===== src/rtl/snake_tail_eraser.sv =====
// snake_tail_eraser: consumer end of the snake-body coordinate FIFO.
// On each game step it pops the tail segment and issues a one-pixel clear
// request to the framebuffer arbiter. Pending growth credits suppress the
// pop, so the snake lengthens by one segment per credit.
//
// Ports:
//   clk, rstn           clock, asynchronous active-low reset
//   tick                one-cycle game-step pulse
//   grow                one-cycle food-eaten pulse, adds a growth credit
//   fifo_data/empty     show-ahead FIFO head word and empty flag
//   fifo_read           one-cycle pop strobe
//   fb_req/x/y/color    erase write request to the framebuffer arbiter
//   fb_ack              arbiter accept, one cycle
//   busy                high whenever the FSM is not idle
//   underflow, overrun  sticky error flags, cleared only by reset
//   erase_count         acked-erase counter (only with SNAKE_TAIL_ERASE_CNT_EN)
//
// Build option: define SNAKE_TAIL_ERASE_CNT_EN to add erase_count.

module snake_tail_eraser #(
  parameter int unsigned DATA_WIDTH = 16,
  parameter int unsigned GROW_W     = 4,
  parameter logic [2:0]  BG_COLOR   = 3'b000
) (
  input  logic                    clk,
  input  logic                    rstn,
  input  logic                    tick,
  input  logic                    grow,
  input  logic [DATA_WIDTH-1:0]   fifo_data,
  input  logic                    fifo_empty,
  output logic                    fifo_read,
  output logic                    fb_req,
  output logic [DATA_WIDTH/2-1:0] fb_x,
  output logic [DATA_WIDTH/2-1:0] fb_y,
  output logic [2:0]              fb_color,
  input  logic                    fb_ack,
  output logic                    busy,
  output logic                    underflow,
`ifdef SNAKE_TAIL_ERASE_CNT_EN
  output logic [15:0]             erase_count,
`endif
  output logic                    overrun
);

  localparam int unsigned HALF_W = DATA_WIDTH / 2;
  localparam logic [GROW_W-1:0] GROW_MAX = {GROW_W{1'b1}};

  typedef enum logic [1:0] {
    S_IDLE  = 2'd0,
    S_POP   = 2'd1,
    S_ERASE = 2'd2
  } state_t;

  state_t                state;
  logic [GROW_W-1:0]     grow_cnt;
  logic [GROW_W-1:0]     grow_cnt_nxt;
  logic [DATA_WIDTH-1:0] tail;
  logic                  credit_avail;
  logic                  consume;

  // A credit is available if one is banked or one arrives this cycle.
  assign credit_avail = (grow_cnt != '0) || grow;
  assign consume      = tick && (state == S_IDLE) && credit_avail;

  // Growth-credit update: a grow coincident with a consumed tick nets to zero.
  always_comb begin
    grow_cnt_nxt = grow_cnt;
    if (consume) begin
      if (!grow) grow_cnt_nxt = grow_cnt - GROW_W'(1);
    end else if (grow && (grow_cnt != GROW_MAX)) begin
      grow_cnt_nxt = grow_cnt + GROW_W'(1);
    end
  end

  // FSM with registered strobes; outputs mirror the state they belong to.
  always_ff @(posedge clk or negedge rstn) begin
    if (!rstn) begin
      state     <= S_IDLE;
      grow_cnt  <= '0;
      tail      <= '0;
      fifo_read <= 1'b0;
      fb_req    <= 1'b0;
      busy      <= 1'b0;
      underflow <= 1'b0;
      overrun   <= 1'b0;
    end else begin
      grow_cnt <= grow_cnt_nxt;
      case (state)
        S_IDLE: begin
          if (tick && !credit_avail) begin
            if (fifo_empty) begin
              underflow <= 1'b1;
            end else begin
              state     <= S_POP;
              fifo_read <= 1'b1;
              busy      <= 1'b1;
            end
          end
        end
        S_POP: begin
          // FIFO word is still the show-ahead head during the pop cycle.
          tail      <= fifo_data;
          fifo_read <= 1'b0;
          fb_req    <= 1'b1;
          state     <= S_ERASE;
          if (tick) overrun <= 1'b1;
        end
        S_ERASE: begin
          if (tick) overrun <= 1'b1;
          if (fb_ack) begin
            fb_req <= 1'b0;
            busy   <= 1'b0;
            state  <= S_IDLE;
          end
        end
        default: begin
          state     <= S_IDLE;
          fifo_read <= 1'b0;
          fb_req    <= 1'b0;
          busy      <= 1'b0;
        end
      endcase
    end
  end

  assign fb_x     = tail[DATA_WIDTH-1:HALF_W];
  assign fb_y     = tail[HALF_W-1:0];
  assign fb_color = BG_COLOR;

`ifdef SNAKE_TAIL_ERASE_CNT_EN
  // Counts accepted erase writes; wraps naturally at 16 bits.
  always_ff @(posedge clk or negedge rstn) begin
    if (!rstn) begin
      erase_count <= '0;
    end else if ((state == S_ERASE) && fb_ack) begin
      erase_count <= erase_count + 16'd1;
    end
  end
`endif

endmodule


===== config.mk =====
export PLATFORM = sky130hd
export DESIGN_NAME = snake_tail_eraser
export DESIGN_NICKNAME = d
export VERILOG_FILES = /design/src/rtl/snake_tail_eraser.sv
export SDC_FILE = /design/constraint.sdc
export NUM_CORES = 1
export LEC_CHECK = 0
export ABC_AREA = 1
export ABC_CLOCK_PERIOD_IN_PS = 4260
export CAP_MARGIN = 30
export CORE_ASPECT_RATIO = 1.25
export CORE_MARGIN = 2
export CORE_UTILIZATION = 35
export DETAILED_ROUTE_END_ITERATION = 7
export GPL_TIMING_DRIVEN = 0
export PLACE_DENSITY = 0.7
export SLEW_MARGIN = 10
export SYNTH_ARGS = -nofsm -noshare
export SYNTH_HDL_FRONTEND = slang
export SYNTH_SLANG_ARGS = --single-unit

===== constraint.sdc =====
create_clock -name clk -period 4.26 [get_ports clk]
set_clock_uncertainty 0.05 [all_clocks]
set_input_delay 0.852 -clock clk [delete_from_list [all_inputs] [get_ports clk]]
set_output_delay 0.852 -clock clk [all_outputs]
set_load 0.005 [all_outputs]

# Word level (Yosys, flattened, before mapping)
# Cells that the tools add are included.
[classes]
addsub = 2
mul = 0
div = 0
n_lt_le_gt_ge = 0
n_eq_ne = 7
n_shift = 0
n_mux = 13
bitwise_logic = 3
reduce_logical = 17
[ops]
columns = ["operator", "count"]
rows = [
  ["$mux W4", 3],
  ["$reduce_and A3 Y1", 3],
  ["$mux W2", 3],
  ["$ne A2 B2 Y1 const B", 3],
  ["$pmux W1 S3", 2],
  ["$pmux W2 S3", 1],
  ["$reduce_and A2 Y1", 3],
  ["$add A4 B1 Y4 const B", 1],
  ["$logic_and A1 B1 Y1", 4],
  ["$ne A4 B4 Y1 const B", 1],
  ["$reduce_and A4 Y1", 1],
  ["$reduce_bool A4 Y1", 1],
  ["$sub A4 B1 Y4 const B", 1],
  ["$mux W1", 3],
  ["$not A1 Y1", 3],
  ["$eq A2 B1 Y1 const B", 1],
  ["$eq A2 B2 Y1 const B", 1],
  ["$logic_not A2 Y1", 1],
  ["$ne A2 B1 Y1 const B", 1],
  ["$pmux W1 S2", 1],
  ["$reduce_bool A2 Y1", 1],
  ["$reduce_or A2 Y1", 1],
  ["$logic_not A1 Y1", 1],
  ["$logic_or A1 B1 Y1", 1],
]
[totals]
register_bits = 27
latchBits = 0
mem_bits_rw = 0
romBits = 0
wordCells = 50
memories = 0

# Depth between registers and ports, before layout
[depth]
depth_word = 6
mapped_depth = 14
ltp_nobuf = 14

# Least setup slack after synthesis
# OpenSTA, ideal clock, no wires.
[synth_timing]
path_kind = "input to register"
startpoint = "input grow"
endpoint = "register grow_cnt[2]"
arrival_time_ps = 1718
required_time_ps = 4081
setup_slack_ps = 2362
stages = 11
n_path_buf = 0
path_cell_list = "nor2_4 > nand3_2 > nand2_2 > nand2_1 > nand2_1 > inv_1 > ha_1 > inv_1 > nand2_1 > nor2_1 > o22ai_1"
[synth_between]
elab_chain_cells = 4
[synth_lines]
columns = ["item", "line", "text"]
rows = [
  ["start: declaration", "28", "input logic grow,"],
  ["$logic_or A1 B1 Y1", "62", "assign credit_avail = (grow_cnt != '0) || grow;"],
  ["$logic_and A1 B1 Y1", "63", "assign consume = tick && (state == S_IDLE) && credit_avail;"],
  ["$ne A2 B2 Y1 (no line) / $reduce_bool A2 Y1 (equally long branches)", "n/a", ""],
  ["$reduce_and A2 Y1 (no line)", "n/a", ""],
  ["end signal: assignment", "87", "grow_cnt <= grow_cnt_nxt;"],
  ["end: declaration", "55", "logic [GROW_W-1:0] grow_cnt;"],
]
# Several ways; a longest one is shown, not always the timed one.
# A chain may end at the register's enable or synchronous reset.

# Worst setup path after layout
# Ends and elaborated chain as after synthesis.

==> flow_summary.ini <==
[cts]
clk_path_buf_depth = 2
clkLatencyLatePin_ns = 0.26
cts_root_buf = clkbuf_8
ctsHoldBuffers = 0
postCtsSetupBuffers = 0
cts_tree = yes
tritoncts.num_buffers = 3
path_clk_slew_ns = 0.09
cts_resized = 0
cts-htree-levels = 1
cts_sinks = 27

[setup_path]
cp-start-kind = primary input
arrival_ns = 2.35
cp_data_required_time_ns = 4.36
end_kind = flop
worstSetupPathType = primary input to flop
crit_fanout = 5

[layout]
fillerInstances = 370
layoutNonFillerInstCount = 245
layout_commonest_cell = nand2_1
multiInputGateArea_um2 = 549
syn_to_final_growth_pct = 40.7
diodes = 0
layout_common_cells = 63 x nand2_1, 42 x clkdlybuf4s50_1, 27 x dfrtp_1, 14 x inv_1
fin_nets = 233
layout-drive-gt1-share_pct = 10.2
seqCellArea_um2 = 676

[sta]
slew_headroom_pct = 54.9
fin_setup_tns_ns = 0
fmax_ghz = 0.445
slew_viol_final = 0
final-setup-viol-count = 0
hold_viol_final = 0
rsz0062_at_grt = no
tightest_slew_ns = 0.675
layout_worst_path_cycle_share_pct = 52.8
layout_min_cycle_time_ns = 2.25

[run_status]
violations = DRC
status = complete, but fails checks

[synth]
ys_types = 28
ys_seq_area_share_pct = 51.1
ys_ff_latch = 27
synthCells = 156
yosysWarnings = 0
synth_area_um2 = 1320
syn_avg_cell_area_um2 = 8.48

[power]
pwr-share-clk_pct = 11.6
ir_drop_mv = 0.270
p_switching_mw = 0.463
p_seq_share_pct = 37.1
p_comb_share_pct = 51.3
p_int_mw = 0.760
power_density_nw_per_um2 = 657
switching_share_pct = 37.8
p_leak_nw = 0.919

[detailed_routing]
vias = 1095
via_per_inst = 4.47
drt_iter0_drc = 61
routedWlPerCell_um = 10.4
detail_route.first_pass.iterations = 6
drc_errors = 2
drt-total-wl_mm = 2.55
ant_nets = 0

[placed_design]
globalplace.congestion = 0.896
numPortBuffers = 42
hpwl_mm = 2.03
dp.cells = 241

[floorplan]
io_pins = 46
core.rowCount = 25
fp.dieH_um = 72.7
die_area_um2 = 4290
coreArea_um2 = 3690
initial_core_util_pct = 35.8
die_w_um = 59.0

[global_routing]
grt_pass1_wl_mm = 4.55
grt_max_degree = 15
grt-ovfl-total = 0
track_usage_pct = 13.6
antenna_found_initial = 0
grt_pass1_vias = 1075

[job]
cap_violations = 0

[hold_path]
hold_class = flop to flop
## final cells by class
| type | count | share of cell area, % |
|---|---|---|
| well taps | 40 | 2.69 |
| flip-flops and latches | 27 | 36.3 |
| repair buffers | 43 | 23.4 |
| clock buffers | 4 | 2.42 |
| plain buffers | 6 | 2.22 |
| inverters | 17 | 3.43 |
| multi-input cells | 108 | 29.5 |
## per-stage QoR
step	area (µm²)	setup WS [ns]	hold WS (ns)	util [%]	power (mW)
6_report	1860	2.01	0.414	50.4	1.22
3_3_place_gp	1800	1.71	0.395	48.8	1.09
3_5_place_dp	1820	1.72	0.401	49.2	1.10
5_1_grt	1860	1.87	0.429	50.4	1.35
2_1_floorplan	1330	2.36	0.401	-	0.817
4_1_cts	1860	2.01	0.423	50.4	1.25
## final timing paths
check,to,startpoint,slack (ns),cells after the start
worst max-delay path,grow_cnt[2],grow,2.01,12
worst min-delay path,overrun,overrun,0.41,1
worst max register to register,grow_cnt[2],state[1],2.35,13
worst min register to register,overrun,overrun,0.41,1
max in group asynchronous,state[1],rstn,2.69,2
min in group asynchronous,tail[2],rstn,0.94,1
## power groups by stage
stage | sequential (mW) | combinational [mW] | clock [mW]
floorplan | 0.457 | 0.360 | 0
global placement | 0.456 | 0.630 | 0
detailed placement | 0.457 | 0.640 | 0
CTS | 0.454 | 0.643 | 0.152
global route | 0.469 | 0.720 | 0.163
finish | 0.453 | 0.628 | 0.142
## flip-flops by register name, indices dropped and copies added (netlist names)
register   flops
tail          16
grow_cnt       4
state          2
busy           1
fb_req         1
fifo_read      1
overrun        1
underflow      1
## per-layer routing
layer	routed length [µm]	share of wire (%)	GRT usage, %	vias up
li1	-	-	-	575
met1	1130	44	17.0	483
met2	1220	48	22.6	35
met3	200	7.8	3.55	2
met4	8	0.31	4.55	0
met5	0	0	0	-
## worst max-delay path: stages
cell	delay [ns]
clkdlybuf4s50_1	0.49
nor2_4	0.11
nand3_2	0.11
nand2_2	0.13
nand2_1	0.08
nand2_1	0.08
inv_1	0.05
ha_1	0.16
inv_1	0.05
nand2_1	0.06
nor2_1	0.10
o22ai_1	0.08
## Yosys cell counts
master / n / share of area (%)
ha_1: 5 / 4.7
o22ai_1: 1 / 0.47
nand3_2: 1 / 0.76
or2_1: 1 / 0.47
inv_2: 1 / 0.28
a31o_2: 1 / 0.66
clkinv_1: 2 / 0.57
nor2_1: 5 / 1.4
nand3_1: 6 / 2.3
nand4_1: 1 / 0.47
clkbuf_1: 2 / 0.57
o211ai_1: 1 / 0.57
buf_6: 1 / 0.85
a21o_1: 1 / 0.57
a21oi_4: 1 / 1.2
a2bb2oi_1: 1 / 0.66
buf_4: 3 / 1.7
nor2_2: 4 / 1.9
o21ai_2: 1 / 0.66
dfrtp_1: 27 / 51
o21ai_0: 6 / 2.3
inv_1: 14 / 4.0
conb_1: 1 / 0.28
nor2_4: 2 / 1.7
nand2_2: 2 / 0.95
nand2_1: 63 / 18
a21oi_1: 1 / 0.38
xor2_1: 1 / 0.66
## cell families (layout without fill, tap and decap cells)
kind of cell,Yosys count,after routing,synth area share (%)
other cells,1,3,0.284
compound gates,14,14,7.48
fa+ha+maj,5,5,4.73
simple gates,85,85,27.8
buf+inv,23,70,7.95
flops,27,27,51.1
xor+xnor,1,1,0.662
Note: power is estimated with default switching activity, not from simulation.
==> variant (same flow settings) <==
The 3 states of `state_t` get a one-hot encoding in 3 bits.
--- a/src/rtl/snake_tail_eraser.sv
+++ b/src/rtl/snake_tail_eraser.sv
@@ -45,10 +45,10 @@
   localparam int unsigned HALF_W = DATA_WIDTH / 2;
   localparam logic [GROW_W-1:0] GROW_MAX = {GROW_W{1'b1}};
 
-  typedef enum logic [1:0] {
-    S_IDLE  = 2'd0,
-    S_POP   = 2'd1,
-    S_ERASE = 2'd2
+  typedef enum logic [2:0] {
+    S_IDLE  = 3'b001,
+    S_POP   = 3'b010,
+    S_ERASE = 3'b100
   } state_t;
 
   state_t                state;
Behaviour: same outputs for any inputs over 10 cycles, from zero or initial values and one cycle with rstn low; not proved beyond that.
==> variant against the original RTL <==
- power fell by 27%
- core utilization down 0.087 points
- global-route usage shrank 0.88 points
- sequential power fell by 12%
- worst setup slack worse by 45 ps
- cell area rose by 0.67%
- wire length decreased by 1.5%
- synthesized cell count increased by 1.3%
- register-to-register slack better by 190 ps
- sequential cell count increased by 1
- first-iteration DRC count fell by 59%
- combinational power fell by 47%
- synthesized area rose by 1.7%
==> variant: results (changes against the original RTL) <==
{| class="wikitable"
! Metric !! Value
|-
| Initial DRT Pass Iterations || 4 (-2)
|-
| Peak supply drop || 0.170 mV (-37%)
|-
| First DRT Iteration DRCs || 25 (-59%)
|-
| Fraction of standard cell area that is sequential || 37.5% (+1.2 points)
|-
| Minimum hold slack || 422 ps (+8.11 ps)
|-
| Relative slew slack || 58.6% (+3.7 points)
|-
| Data arrival, critical path || 2410 ps (+60 ps)
|-
| Crit-path max FO || 7 (+2)
|-
| Placed cells || 242 (+0.41%)
|-
| Commonest cells post-synth || sky130_fd_sc_hd__nand2_1, sky130_fd_sc_hd__dfrtp_1, sky130_fd_sc_hd__inv_1
|-
| Non-clock buffer total of the final layout || 47 (-4.1%)
|-
| Sequential-to-total area share from yosys stat || 52.2% (+1.1 points)
|-
| Leading registers by flop count || tail x16, grow_cnt x4, state x3
|-
| Wire length per cell || 10.2 um (-1.9%)
|-
| Layout Nets || 230 (-1.3%)
|-
| Final Instance Count excl. Fillers || 246 (+0.41%)
|-
| Total number of vias || 1,082 (-1.2%)
|-
| Switching share of total power || 32.7% (-5.1 points)
|-
| Cell depth of the worst min-delay path || 2 (+1)
|-
| Share of the final layout cell area in multi-input gates || 29.3% (-0.26 points)
|-
| Cell count of the worst reg-to-reg path || 12 (-1)
|-
| Outcome || complete, no violations
|-
| Area of placed instances || 1820 um2 (+0.14%)
|-
| Half-perimeter wire length after detailed placement || 1890 um (-6.6%)
|-
| Main area contributors after synthesis || sky130_fd_sc_hd__dfrtp_1, sky130_fd_sc_hd__nand2_1, sky130_fd_sc_hd__inv_1, sky130_fd_sc_hd__nand3_1, sky130_fd_sc_hd__nand2_4
|-
| Internal || 0.598 mW (-21%)
|-
| Maximum number of pins on one net before global-route repair || 29 (+14)
|-
| Comb. pwr || 0.333 mW (-47%)
|}
==> variant: cell count changes in the layout (fill, tap and decap cells not counted), moves of 3 or more <==
cell and change:
sky130_fd_sc_hd__ha_1 -4, sky130_fd_sc_hd__nor2_2 -3, sky130_fd_sc_hd__o21ai_0 -4, sky130_fd_sc_hd__nand2_4 +3, sky130_fd_sc_hd__nand2_1 +8, sky130_fd_sc_hd__clkbuf_1 -3
==> variant: layer usage <==
layer	vias up	GRT usage [%]	share of wire, %
met2	28	21.7	49
li1	572	-	-
met1	480	16.0	46
met4	0	3.79	0.40
met5	-	0	0
met3	2	2.46	4.7
==> variant: logic make-up (layout without fill, tap and decap cells) <==
| kind of cell | count (synthesis) | in the layout | synth area share, % |
|---|---|---|---|
| simple gates | 98 | 98 | 35.4 |
| flops | 28 | 28 | 52.2 |
| buf+inv | 22 | 68 | 7.63 |
| compound gates | 7 | 7 | 2.88 |
| fa+ha+maj | 1 | 1 | 0.930 |
| other cells | 1 | 3 | 0.279 |
| xor+xnor | 1 | 1 | 0.651 |
